### src/rtl/pll_lock_detect.sv
// pll_lock_detect
//   Qualifies the raw PLL lock flag into a clean lock for the core reset
//   generator. The raw flag is synchronized, must stay high for LOCK_CYCLES
//   before lock_o asserts, short drops while locked are filtered, and a real
//   loss forces a HOLDOFF period before requalification. Sticky loss status
//   and a saturating loss counter are kept for software.
//
// Ports
//   clk_i          reference clock (only clock)
//   rstn_i         asynchronous active-low reset
//   pll_lock_raw_i raw PLL lock flag, asynchronous to clk_i
//   testmode_i     forces lock_o high (FSM keeps running)
//   clr_lost_i     clears lock_lost_o and loss_cnt_o
//   lock_o         qualified lock
//   lock_lost_o    sticky: a qualified lock was lost
//   loss_cnt_o     saturating count of loss events
//   state_o        FSM state
//
// state    | meaning
// ---------+-----------------------------------------------------------
// UNLOCKED | waiting for synchronized lock to go high
// QUALIFY  | counting LOCK_CYCLES consecutive high cycles
// LOCKED   | lock_o high; filtering drops shorter than GLITCH_CYCLES
// HOLDOFF  | HOLDOFF_CYCLES cooldown after a real loss, input ignored

module pll_lock_detect #(
  parameter int SYNC_STAGES    = 2,
  parameter int LOCK_CYCLES    = 256,
  parameter int GLITCH_CYCLES  = 4,
  parameter int HOLDOFF_CYCLES = 16,
  parameter int LOSS_W         = 8
) (
  input  logic              clk_i,
  input  logic              rstn_i,
  input  logic              pll_lock_raw_i,
  input  logic              testmode_i,
  input  logic              clr_lost_i,
  output logic              lock_o,
  output logic              lock_lost_o,
  output logic [LOSS_W-1:0] loss_cnt_o,
  output logic [1:0]        state_o
);

  localparam logic [1:0] ST_UNLOCKED = 2'd0;
  localparam logic [1:0] ST_QUALIFY  = 2'd1;
  localparam logic [1:0] ST_LOCKED   = 2'd2;
  localparam logic [1:0] ST_HOLDOFF  = 2'd3;

  localparam int CNT_W  = (LOCK_CYCLES    > 1) ? $clog2(LOCK_CYCLES)    : 1;
  localparam int GCNT_W = (GLITCH_CYCLES  > 1) ? $clog2(GLITCH_CYCLES)  : 1;
  localparam int HCNT_W = (HOLDOFF_CYCLES > 1) ? $clog2(HOLDOFF_CYCLES) : 1;

  localparam logic [CNT_W-1:0]  CNT_LAST  = CNT_W'(LOCK_CYCLES - 1);
  localparam logic [GCNT_W-1:0] GCNT_LAST = GCNT_W'(GLITCH_CYCLES - 1);
  localparam logic [HCNT_W-1:0] HCNT_LAST = HCNT_W'(HOLDOFF_CYCLES - 1);

  logic [SYNC_STAGES-1:0] sync_q;
  logic                   lock_s;

  logic [1:0]        state_q, state_d;
  logic [CNT_W-1:0]  cnt_q, cnt_d;
  logic [GCNT_W-1:0] gcnt_q, gcnt_d;
  logic [HCNT_W-1:0] hcnt_q, hcnt_d;
  logic              lock_q;
  logic              loss_evt;

  // Synchronizer: the only consumer of the raw input.
  always_ff @(posedge clk_i or negedge rstn_i) begin
    if (!rstn_i) begin
      sync_q <= '0;
    end else begin
      sync_q <= {sync_q[SYNC_STAGES-2:0], pll_lock_raw_i};
    end
  end

  assign lock_s = sync_q[SYNC_STAGES-1];

  always_comb begin
    state_d  = state_q;
    cnt_d    = cnt_q;
    gcnt_d   = gcnt_q;
    hcnt_d   = hcnt_q;
    loss_evt = 1'b0;
    case (state_q)
      ST_UNLOCKED: begin
        cnt_d  = '0;
        gcnt_d = '0;
        if (lock_s) state_d = ST_QUALIFY;
      end
      ST_QUALIFY: begin
        if (!lock_s) begin
          state_d = ST_UNLOCKED;
          cnt_d   = '0;
        end else if (cnt_q == CNT_LAST) begin
          state_d = ST_LOCKED;
          cnt_d   = '0;
          gcnt_d  = '0;
        end else begin
          cnt_d = cnt_q + CNT_W'(1);
        end
      end
      ST_LOCKED: begin
        if (lock_s) begin
          gcnt_d = '0;
        end else if (gcnt_q == GCNT_LAST) begin
          state_d  = ST_HOLDOFF;
          gcnt_d   = '0;
          hcnt_d   = '0;
          loss_evt = 1'b1;
        end else begin
          gcnt_d = gcnt_q + GCNT_W'(1);
        end
      end
      ST_HOLDOFF: begin
        // Input deliberately ignored here so a chattering PLL cannot requalify early.
        if (hcnt_q == HCNT_LAST) begin
          state_d = ST_UNLOCKED;
          hcnt_d  = '0;
          cnt_d   = '0;
          gcnt_d  = '0;
        end else begin
          hcnt_d = hcnt_q + HCNT_W'(1);
        end
      end
      default: begin
        state_d = ST_UNLOCKED;
        cnt_d   = '0;
        gcnt_d  = '0;
        hcnt_d  = '0;
      end
    endcase
  end

  always_ff @(posedge clk_i or negedge rstn_i) begin
    if (!rstn_i) begin
      state_q <= ST_UNLOCKED;
      cnt_q   <= '0;
      gcnt_q  <= '0;
      hcnt_q  <= '0;
      lock_q  <= 1'b0;
    end else begin
      state_q <= state_d;
      cnt_q   <= cnt_d;
      gcnt_q  <= gcnt_d;
      hcnt_q  <= hcnt_d;
      lock_q  <= (state_d == ST_LOCKED);
    end
  end

  // A loss in the same cycle as a clear wins: the new event is recorded as the first one.
  always_ff @(posedge clk_i or negedge rstn_i) begin
    if (!rstn_i) begin
      lock_lost_o <= 1'b0;
      loss_cnt_o  <= '0;
    end else if (loss_evt) begin
      lock_lost_o <= 1'b1;
      if (clr_lost_i) begin
        loss_cnt_o <= LOSS_W'(1);
      end else if (loss_cnt_o != {LOSS_W{1'b1}}) begin
        loss_cnt_o <= loss_cnt_o + LOSS_W'(1);
      end
    end else if (clr_lost_i) begin
      lock_lost_o <= 1'b0;
      loss_cnt_o  <= '0;
    end
  end

  assign lock_o  = lock_q | testmode_i;
  assign state_o = state_q;

endmodule

### config.mk
export PLATFORM = sky130hd
export DESIGN_NAME = pll_lock_detect
export DESIGN_NICKNAME = d
export VERILOG_FILES = /design/src/rtl/pll_lock_detect.sv
export SDC_FILE = /design/constraint.sdc
export NUM_CORES = 1
export LEC_CHECK = 0
export ABC_AREA = 1
export BUFFER_PORTS_ARGS = -buffer_cell sky130_fd_sc_hd__buf_2
export CAP_MARGIN = 15
export CELL_PAD_IN_SITES_DETAIL_PLACEMENT = 1
export CELL_PAD_IN_SITES_GLOBAL_PLACEMENT = 2
export CORE_AREA = 5 5 79 81
export DETAILED_ROUTE_END_ITERATION = 10
export DIE_AREA = 0 0 84 86
export MAX_ROUTING_LAYER = met4
export PLACE_DENSITY = 0.63
export SLEW_MARGIN = 40
export SYNTH_ARGS = -nofsm -noshare
export SYNTH_HDL_FRONTEND = slang
export SYNTH_SLANG_ARGS = --single-unit
### constraint.sdc
create_clock -name clk_i -period 2.1 [get_ports clk_i]
set_input_delay 0.21 -clock clk_i [delete_from_list [all_inputs] [get_ports clk_i]]
set_output_delay 0.21 -clock clk_i [all_outputs]
set_load 0.02 [all_outputs]
==> results.md, run 1 <==
* Status: finished, final reports clean
* Starting density of the core at between 20% and 30%
* H-tree depth at 1
* Vert. Die Dim at 86 µm
* Post-layout power at 0.928 mW
* Initial DRC count at 32
* Diode count at 0
* Final hold vios at 0
* Max cap viols at 0
* Drt pass-1 iters at 2
* Dpl hpwl at between 2 and 3 mm
* Register area share after synthesis at 46.1%
* Layout Cells excl Fill at 280
* Worst r2r path cells at 9
* Worst Tran Pin Value at 0.663 ns
* Commonest non-fill, non-tap cell in the layout: nand2_1
* Post-route ant nets at 0
* Clock Tree Buf Depth at 2
* Count of input and output buffers at 16
* Largest net degree at the start of global routing at 29
* Post-Route WL at ~3.7 mm
* Synth Instances at 188
* # setup viols final at 0
* Syn avg cell area at ~8.1 µm²
* Maximum vdd drop at 0.282 mV
* Fill cell count at 682
* CP endpoint: loss_cnt_o[3]
* RSZ-0062 raised after global routing: false
* Top-Level Pins at 17
* Hold Crit Depth at 1
* Post-synthesis cell type count at 26
* Cell Area, Synth at about 1500 µm²
* Fmax at ~0.66 GHz
* Gpl congestion at around 0.81
* Fin crit share at between 70% and 80%
* Worst EP arrival at 1.72 ns
* Number of clock sinks at 28
* First-pass GRT wire length at 6.62 mm
* Share of cells above drive strength 1 at 20.7%
* Hold_buf cts at 1
* Std-Cell Rows at 27
* Req. time, crit path at ~2.3 ns
* Post-synthesis register bit count at 28
* Die area at 7220 µm²
* Crit path launch type: flip-flop
* Critical path capture point type: flip-flop
* R2R Setup Slk at 0.59 ns
* Vias at 1316
* Post-layout util at 32.2%
* DR vias/cell at between 4 and 5
* Crit-path max FO at 8
* Slowest stage delay, CP at 0.49 ns
* Clock-pin slew on the worst setup and hold paths at 0.10 ns
* Inserted Clock Buffers at 3
* CORE AREA at 5410 µm²
* Commonest cells after routing, fill and taps aside: nand2_1 (51), dfrtp_1 (28), buf_2 (16)
* Max-slew violations at 0
* Reg2reg end: loss_cnt_o[3]
* Top delay family on crit path: simple AND/OR/NAND/NOR gates
* Synthesis Warnings at 0
* Slew headroom at between 50% and 60%
* CP startpoint: loss_cnt_o[0]
* Grt ovf at 0
* Critical path type: reg -> reg
* Yosys top cell area share at about 46%
* Post-route minimum period at 1.51 ns
* Cells after DPL at 276
* Type of the most critical hold path: in -> reg
* Area grow syn2layout at 14.6%
* Die width at 84 µm
* Initial antenna violation count at 0
* DRC Markers at 0
* Number of global-route vias before repair at between 1000 and 1500
* Leading area contributor after synthesis: dfrtp_1
* Worst-path cell chain: ha_1 -> nand2_2 -> nor2_2 -> nand2_1 -> nand2_4 -> nand2_4 -> inv_2 -> nand2_1 -> o21ai_2
* Worst Skew at 0.00208 ns
* CTS tree: built
* Nets at roughly 220
* Synthesized Nets at a little under 200
* Clock Latency Late Sink at 0.27 ns
* Resize count post-CTS at 0
* Root Driver: clkbuf_8
* FF-to-FF Start: loss_cnt_o[0]
* Overall Global Routing Usage at 11.6%
* Setup TNS at 0 ns
* Total setup buffers inserted after CTS at 0
* Crit path depth at 9
* WP buf/inv at 1
* Crit-path slowest cell: dfrtp_1
* Pleak at 0.854 nW
* Power per cell area at 533 nW/µm²
* Top post-synthesis cells by area: dfrtp_1 (46%), nand2_1 (13%), nand3_1 (4.9%)
* WL/cell at around 13 µm
## cell type report
cell class	instances	area (µm²)	area share, %
repair buffers	17	90.1	5.17
clock buffers	3	41.3	2.37
flip-flops and latches	28	701	40.2
inverters	22	87.6	5.03
well taps	72	90.1	5.17
multi-input cells	138	732	42.0
## registers in the layout (all words and copies together) (netlist names)
register and flops:
hcnt_q 4, gcnt_q 2, lock_lost_o 1, loss_cnt_o 8, state_o 2, sync_q 2
cnt_q 8, lock_q 1
## metrics by stage
step | cell area, µm² | setup WS [ns] | hold WS, ns
after floorplan | 1520 | 0.664 | -0.0856
after global placement | 1690 | 0.628 | 0.286
after detailed placement | 1690 | 0.588 | 0.288
after CTS | 1740 | 0.565 | 0.0285
after global routing | 1740 | 0.448 | 0.0288
final | 1740 | 0.588 | 0.0341
## how the worst min path moves through the flow
| stage | start | endpoint |
|---|---|---|
| after global routing | pll_lock_raw_i | sync_q[0] |
| after detailed placement | rstn_i | loss_cnt_o[1] |
| after global placement | rstn_i | loss_cnt_o[1] |
| final | pll_lock_raw_i | sync_q[0] |
| after CTS | pll_lock_raw_i | sync_q[0] |
| after floorplan | rstn_i | cnt_q[0] |
## layer usage
metal  GRT usage, %  part of all wire (%)  vias to the layer above
li1               -                     -                      661
met1           13.9                    48                      633
met2           19.6                    48                       15
met3           1.83                   2.1                        7
met4           4.82                   1.8                        0
met5              -                     0                        -
## where the power goes
group	internal (mW)	switching (mW)	total [mW]	leakage, nW
Combinational	0.0191	0.0502	0.0693	0.449
Clock	0.129	0.172	0.301	0.0216
Sequential	0.547	0.0112	0.558	0.384
## kinds of logic (layout without fill, tap and decap cells)
kind of cell,Yosys count,in the layout,synth area share [%]
AOI/OAI and AO/OA,26,26,9.96
xor gates and xnor gates,2,2,1.15
adders and majority gates,4,4,3.29
buffers and inverters,22,42,5.76
DFF,28,28,46.1
and+or+nand+nor,106,106,33.7
## synthesized netlist by cell type, drive strengths merged
master,instances
nand2,56
dfrtp,28
inv,20
nor2,20
o21ai,18
nand3,15
nand4,11
a21oi,5
ha,4
clkinv,2
nand3b,2
or2,2
xnor2,2
o21bai,1
o22ai,1
o31ai,1
Note: power is estimated with default switching activity, not from simulation.
==> inputs of run 2 (changes only) <==
--- a/config.mk
+++ b/config.mk
@@ -5,16 +5,16 @@
 export SDC_FILE = /design/constraint.sdc
 export NUM_CORES = 1
 export LEC_CHECK = 0
-export ABC_AREA = 1
+export ABC_AREA = 0
 export BUFFER_PORTS_ARGS = -buffer_cell sky130_fd_sc_hd__buf_2
 export CAP_MARGIN = 15
 export CELL_PAD_IN_SITES_DETAIL_PLACEMENT = 1
 export CELL_PAD_IN_SITES_GLOBAL_PLACEMENT = 2
-export CORE_AREA = 5 5 79 81
+export CORE_AREA = 5 5 77 79
 export DETAILED_ROUTE_END_ITERATION = 10
-export DIE_AREA = 0 0 84 86
+export DIE_AREA = 0 0 82 84
 export MAX_ROUTING_LAYER = met4
-export PLACE_DENSITY = 0.63
+export PLACE_DENSITY = 0.6
 export SLEW_MARGIN = 40
 export SYNTH_ARGS = -nofsm -noshare
 export SYNTH_HDL_FRONTEND = slang
==> constraint.sdc (replaced) <==
create_clock -name clk_i -period 1.4 [get_ports clk_i]
set_input_delay 0.14 -clock clk_i [delete_from_list [all_inputs] [get_ports clk_i]]
set_output_delay 0.14 -clock clk_i [all_outputs]
set_load 0.02 [all_outputs]
==> run 2 against run 1 <==
  * The flow now finishes with violations (setup timing)
  * Count of clock-buffer cells in the layout is 1 higher
  * Total power grew 52%
  * Via count decreased by 2.7%
  * Routed wire length rose by 3.6%
  * Utilization is 6.7 points higher
  * Clock power grew 67%
  * Critical path type unchanged
==> results.md, run 2 <==
* Dpl hpwl at 3.00 mm (+5.1%)
* Hold Crit Depth at 2 (+1)
* Worst-path cell chain: ha_4 -> and4bb_4 -> o211ai_4 -> or3_1 -> a21oi_1
* Pre-CTS WS at -0.0584 ns (-0.647 ns)
* Power per cell area at 690 nW/µm² (+30%)
* Diode count at 0 (unchanged)
* Most numerous cell in the Yosys netlist: dfrtp_1
* Max-slew violations at 0 (unchanged)
* Slew headroom at 56.3% (+0.52 points)
* Reg2reg end: loss_cnt_o[7]
* FF-to-FF Start: gcnt_q[0]
* Gpl congestion at 0.763 (-6.3%)
* Nets at 207 (-5.5%)
* Overall Global Routing Usage at 12.3% (+0.70 points)
* Net Sw Frac at 22.1% (-3.1 points)
* Synthesis Warnings at 0 (unchanged)
* Regs by FF count: cnt_q x8, loss_cnt_o x8, hcnt_q x4
* Worst EP arrival at 1.62 ns (-0.10 ns)
* Most common library cells after synthesis: dfrtp_1 (28), nor2_1 (12), o21ai_0 (12), nand2_1 (11), a21oi_1 (9)
* Violated checks: setup timing
* Hold_ws at 0.127 ns (+0.0927 ns)
* WL/cell at 14.2 µm (+7.8%)
* Primary FF master, synth: dfrtp_1
* Grt ovf at 0 (unchanged)
* Post-route ant nets at 0 (unchanged)
* Type of the most critical hold path: in -> reg
* Worst Skew at 0.00761 ns (+0.00553 ns)
* Die area at 6890 µm² (-4.7%)
* # setup viols final at 2 (+2)
* Fin crit share at 101% (+29 points)
* Top-Level Pins at 17 (unchanged)
* Final worst setup slack at -0.0160 ns (-0.605 ns)
* Internal power at 1.10 mW (+59%)
* Status: complete, but fails checks
* Crit-path slowest cell: dfrtp_1
* DRC Markers at 0 (unchanged)
* Vias at 1280 (-2.7%)
* Fill cell count at 631 (-7.5%)
* Combinational Power Share at 6.4% (-1.1 points)
* H-tree depth at 1 (unchanged)
* Crit path launch type: flip-flop
* Hold endpoint: loss_cnt_o[7]
* First-pass GRT wire length at 6.55 mm (-1.0%)
* Largest net degree at the start of global routing at 29 (unchanged)
* CTS tree: built
* Max cap viols at 0 (unchanged)
* Synth Instances at 143 (-24%)
* Inserted Clock Buffers at 3 (unchanged)
* Clock-pin slew on the worst setup and hold paths at 0.10 ns (about the same)
* Async SR Flop Fraction at 100% (unchanged)
* Initial DRC count at 36 (+13%)
* Area grow syn2layout at 40.8%
* Std-Cell Rows at 27 (unchanged)
* Critical path capture point type: flip-flop
* Clock Tree Buf Depth at 2 (unchanged)
* Worst Tran Pin Value at 0.655 ns (-0.00787 ns)
* Top post-synthesis cells by area: dfrtp_1 (48%), o21ai_0 (4.1%), ha_1 (3.4%)
* Starting density of the core at 27.6% (-0.51 points)
* Commonest cells after routing, fill and taps aside: buf_4 (34), dfrtp_1 (23), buf_2 (16)
* Fmax at 0.706 GHz (+6.7%)
* Setup TNS at -0.0227 ns (-0.0227 ns)
* Yosys top cell area share at 48.2% (+2.1 points)
* Maximum vdd drop at 0.361 mV (+28%)
* Count of input and output buffers at 16 (unchanged)
* Final hold vios at 0 (unchanged)
* Register area share after synthesis at 48.2% (+2.1 points)
* CORE AREA at 5270 µm² (-2.5%)
* Share of cells above drive strength 1 at 40.6% (+20 points)
* Synthesized Nets at 152 (-23%)
* Number of clock sinks at 28 (unchanged)
* Drt pass-1 iters at 3 (+1)
* Critical path type: reg -> reg
* Clock Latency Late Sink at 0.27 ns (about the same)
* Reg power frac at 58.1% (-2.0 points)
* Commonest non-fill, non-tap cell in the layout: buf_4
* Cell Area, Synth at 1460 µm² (-4.3%)
* Min-delay src: clr_lost_i
* Post-synthesis register bit count at 28 (unchanged)
* Post-Route WL at 3.83 mm (+3.6%)
* Post-synthesis cell type count at 40 (+54%)
* Post-layout power at 1.42 mW (+52%)
* Number of global-route vias before repair at 1402 (-3.5%)
* Root Driver: clkbuf_8
* Post-synth EDFFs at 0 (unchanged)
* Die width at 82 µm (-2.4%)
* Psw at 0.312 mW (+34%)
* DR vias/cell at 4.76 (+1.2%)
* Slowest stage delay, CP at 0.40 ns (-0.09 ns)
* Vert. Die Dim at 84 µm (-2.3%)
* Clock share of power at 35.5% (+3.1 points)
* Pleak at 0.924 nW (+8.3%)
* Req. time, crit path at 1.61 ns (-0.70 ns)
* Syn avg cell area at 10.2 µm² (+26%)
* Leading area contributor after synthesis: dfrtp_1
* Initial antenna violation count at 0 (unchanged)
* R2R Setup Slk at -0.02 ns (-0.60 ns)
* Worst r2r path cells at 5 (-4)
* RSZ-0062 raised after global routing: true
* Post-route minimum period at 1.42 ns (-0.0955 ns)
* Crit-path max FO at 4 (-4)
## run 2: changes by cell type in the layout (fill, tap and decap cells not counted), sizes merged, moves of 5 or more
cell | before | now
buf | 16 | 51
nor2 | 20 | 12
nand3 | 15 | 8
nand4 | 11 | 4
inv | 20 | 4
a22o | 0 | 5
nand2 | 56 | 11
## run 2: timing repair
item | CTS | global route
setup buffers | 2 | 2
gates resized for setup | 4 | 15
endpoints found under the setup margin | 10 | 22
endpoints found under the hold margin | 29 | 0
hold buffers | 2 | 0
pin swaps | 1 | 2
## run 2: cells by family (layout without fill, tap and decap cells)
kind of cell / Yosys count / count (layout) / synth area share, %
and+or+nand+nor: 54 / 54 / 21.6
AOI/OAI and AO/OA: 42 / 42 / 19.8
DFF: 28 / 28 / 48.2
xor gates and xnor gates: 7 / 7 / 4.21
buffers and inverters: 7 / 61 / 2.15
adders and majority gates: 4 / 4 / 3.44
muxes: 1 / 1 / 0.688
## run 2: area by class of cell
class	count	area, µm²	share of cell area, %
Multi-Input combinational cell	108	816	39.8
Timing Repair Buffer	53	367	17.9
Inverter	4	15.0	0.733
Clock buffer	4	55.1	2.69
Sequential cell	28	707	34.5
Tap cell	72	90.1	4.40
## run 2: how the worst max path moves through the flow
stage / startpoint / to / slack [ns] / cells after the start
after CTS: gcnt_q[0] / loss_cnt_o[7] / -0.05 / 5
after floorplan: state_o[1] / loss_cnt_o[7] / 0.0008 / 5
after detailed placement: hcnt_q[1] / cnt_q[7] / -0.06 / 5
final: gcnt_q[0] / loss_cnt_o[7] / -0.02 / 5
after global placement: state_o[0] / loss_cnt_o[6] / -0.04 / 3
after global routing: gcnt_q[0] / loss_cnt_o[7] / -0.09 / 5
## run 2: routing by layer
| layer | share of wire (%) | up-vias | track usage, % |
|---|---|---|---|
| li1 | - | 636 | - |
| met1 | 44 | 631 | 14.5 |
| met2 | 53 | 11 | 21.3 |
| met3 | 2.3 | 2 | 1.94 |
| met4 | 0.76 | 0 | 3.47 |
| met5 | 0 | - | - |
## run 2: critical path, delay by kind of cell, from the launching register on
| kind | cells | cell delay [ns] |
|---|---|---|
| adder cells (fa/ha/maj) | 1 | 0.16 |
| AO/OA/AOI/OAI | 2 | 0.20 |
| flip-flops | 1 | 0.40 |
| AND/OR/NAND/NOR | 2 | 0.59 |
## run 2: power by group through the flow
stage	Clock, mW	Sequential (mW)	Combinational (mW)
finish	0.503	0.822	0.0910
global route	0.564	0.823	0.104
CTS	0.525	0.821	0.0879
detailed placement	0	0.837	0.0818
global placement	0	0.837	0.0816
floorplan	0	0.839	0.0291
## run 2: per-stage QoR
| step | util [%] | cells | instance area (µm²) |
|---|---|---|---|
| finish | 38.9 | 269 | 2050 |
| global route | 38.9 | 269 | 2050 |
| CTS | 37.3 | 267 | 1960 |
| detailed placement | 35.3 | 259 | 1860 |
| global placement | 35.3 | 259 | 1860 |
| floorplan | - | 143 | 1480 |
==> inputs of run 3 (changes only) <==
--- a/config.mk
+++ b/config.mk
@@ -5,16 +5,16 @@
 export SDC_FILE = /design/constraint.sdc
 export NUM_CORES = 1
 export LEC_CHECK = 0
-export ABC_AREA = 0
+export ABC_AREA = 1
 export BUFFER_PORTS_ARGS = -buffer_cell sky130_fd_sc_hd__buf_2
 export CAP_MARGIN = 15
 export CELL_PAD_IN_SITES_DETAIL_PLACEMENT = 1
 export CELL_PAD_IN_SITES_GLOBAL_PLACEMENT = 2
-export CORE_AREA = 5 5 77 79
+export CORE_AREA = 5 5 61 104
 export DETAILED_ROUTE_END_ITERATION = 10
-export DIE_AREA = 0 0 82 84
+export DIE_AREA = 0 0 66 109
 export MAX_ROUTING_LAYER = met4
-export PLACE_DENSITY = 0.6
+export PLACE_DENSITY = 0.64
 export SLEW_MARGIN = 40
 export SYNTH_ARGS = -nofsm -noshare
 export SYNTH_HDL_FRONTEND = slang
==> run 3 against run 2 <==
  * The run now ends clean
  * Sequential share of layout area is 0.82 points higher
  * Worst setup slack better by 0.029 ns
  * Clock skew is 0.0056 ns lower
  * Global-route usage is 1.9 points higher
  * Total power is 5.3% higher
  * Combinational power is 44% higher
  * Via count is 14% higher
  * Clock power is 4.0% higher
  * Register-to-register slack better by 0.03 ns
  * Utilization is 2.2 points lower
  * Critical endpoint is now loss_cnt_o[2]
  * Largest cell class unchanged
==> results.md, run 3 (synthesis gave the netlist of run 1 again) <==
* Final hold vios at 0 (unchanged)
* Most used routing layer: met2
* Largest net degree at the start of global routing at 29 (unchanged)
* Initial antenna violation count at 0 (unchanged)
* Count of input and output buffers at 16 (unchanged)
* DR vias/cell at 4.69 (-1.4%)
* Root Driver: clkbuf_8
* Status: finished, final reports clean
* Post-route design area at 2000 µm² (-2.3%)
* Slew headroom at 74.8% (+18 points)
* Std-Cell Rows at 36 (+33%)
* Critical path type: reg -> reg
* Gpl congestion at 0.765 (+0.33%)
* Die width at 66 µm (-20%)
* Post-route ant nets at 0 (unchanged)
* Req. time, crit path at 1.61 ns (about the same)
* Post-route minimum period at 1.39 ns (-0.0290 ns)
* Clock-pin slew on the worst setup and hold paths at 0.10 ns (about the same)
* RSZ-0062 raised after global routing: true
* Starting density of the core at 27.9% (+0.28 points)
* WL/cell at 14.5 µm (+1.5%)
* Overall Global Routing Usage at 14.2% (+1.9 points)
* GR Util met2 at 28.9% (+7.6 points)
* Vert. Die Dim at 109 µm (+30%)
* CTS tree: built
* Drt pass-1 iters at 2 (-1)
* Regs by FF count: cnt_q x8, loss_cnt_o x8, hcnt_q x4
* # setup viols final at 0 (-2)
* Post-layout util at 36.7% (-2.2 points)
* Nets at 245 (+18%)
* Pleak at 0.980 nW (+6.0%)
* Worst Tran Pin Value at 0.379 ns (-0.277 ns)
* Grt met3 use at 1.55% (-0.40 points)
* H-tree depth at 1 (unchanged)
* Commonest cells after routing, fill and taps aside: nand2_1 (49), buf_4 (25), dfrtp_1 (23)
* Max-slew violations at 0 (unchanged)
* Critical path capture point type: flip-flop
* Fin crit share at 99.1% (-2.1 points)
* Clock Tree Buf Depth at 2 (unchanged)
* Sequential Area at 707 µm² (unchanged)
* Maximum vdd drop at 0.326 mV (-9.7%)
* Worst EP arrival at 1.59 ns (-0.03 ns)
* Initial DRC count at 21 (-42%)
* Grt ovf at 0 (unchanged)
* Number of global-route vias before repair at 1633 (+16%)
* Top-Level Pins at 17 (unchanged)
* Share of cells above drive strength 1 at 35.3% (-5.3 points)
* Diode count at 0 (unchanged)
* Inserted Clock Buffers at 3 (unchanged)
* First-pass GRT wire length at 7.61 mm (+16%)
* DRC Markers at 0 (unchanged)
* Crit-path max FO at 4 (unchanged)
* Fmax at 0.721 GHz (+2.1%)
* Number of clock sinks at 28 (unchanged)
* Hold_ws at 0.316 ns (+0.189 ns)
* Dpl hpwl at 3.57 mm (+19%)
* Placed Area at 1850 µm² (-0.61%)
* Worst Skew at 0.00200 ns (-0.00561 ns)
* Layout Cells excl Fill at 311 (+16%)
* Max cap viols at 0 (unchanged)
* Type of the most critical hold path: in -> reg
* Multi-input gate area at 767 µm² (-6.0%)
* Area grow syn2layout at 31.7%
* Cells after DPL at 300 (+16%)
* Die area at 7190 µm² (+4.4%)
* Fill cell count at 662 (+4.9%)
* Commonest non-fill, non-tap cell in the layout: nand2_1
* Grt met1 use at 13.1% (-1.4 points)
* Setup TNS at 0 ns (+0.0227 ns)
* CORE AREA at 5450 µm² (+3.4%)
* Vias at 1459 (+14%)
* Post-Route WL at 4.50 mm (+17%)
* Crit path launch type: flip-flop
* Power per cell area at 745 nW/µm² (+7.8%)
* Clock Latency Late Sink at 0.28 ns (about the same)
==> run 3: cell count changes in the layout (fill, tap and decap cells not counted), sizes merged, moves of 4 or more <==
cell / change
a22o: -5
a21oi: -4
nor2: +8
nand2: +45
nand3: +7
inv: +16
and3: -4
buf: -10
nand4: +7
o21ai: +4
and2: -4
==> run 3: final cells by class <==
class / count / share of cell area (%)
repair buffers: 43 / 14.4
inverters: 22 / 4.50
multi-input cells: 138 / 38.3
well taps: 76 / 4.75
flip-flops and latches: 28 / 35.3
clock buffers: 4 / 2.75
==> run 3: per-layer routing <==
metal	routed length, µm	up-vias
met1	1560	722
met2	2780	18
met3	63	9
met4	97	0
met5	0	-
li1	-	710
==> run 3: final timing paths <==
kind	start	end	slack, ns	depth (start not counted)
setup / recovery	gcnt_q[1]	loss_cnt_o[2]	0.01	10
hold / removal	clr_lost_i	lock_lost_o	0.32	4
setup reg to reg	gcnt_q[1]	loss_cnt_o[2]	0.01	10
hold reg to reg	sync_q[0]	sync_q[1]	0.36	0
max in group asynchronous	rstn_i	sync_q[1]	0.71	3
min in group asynchronous	rstn_i	hcnt_q[3]	0.39	3
==> run 3: metrics by stage <==
stage / total power [mW] / setup WS [ns]
floorplan: 0.910 / 0.0566
global placement: 0.976 / -0.0232
detailed placement: 0.980 / -0.0312
CTS: 1.52 / 0.00291
global route: 1.56 / -0.0710
finish: 1.49 / 0.0129
==> run 3: power by group <==
| part | total, mW | internal [mW] | switching, mW |
|---|---|---|---|
| clock | 0.523 | 0.253 | 0.271 |
| combinational | 0.131 | 0.0451 | 0.0854 |
| sequential | 0.837 | 0.821 | 0.0160 |
==> run 3: repair_timing <==
item	4_1_cts	5_1_grt
endpoints found under the setup margin	4	12
resized for setup	1	16
pin swaps	1	3
hold buffers	2	0
buffers inserted	2	3
hold endpoints to repair	29	0
==> run 3: worst max-delay path: stages (launching register included) <==
cell and delay (ns):
dfrtp_1 0.41, ha_2 0.20, inv_2 0.07, nor2_4 0.04
nand2_4 0.12, clkinv_4 0.09, nand2_4 0.09, nand2_4 0.08
inv_4 0.08, nand2_2 0.04, o21ai_1 0.09
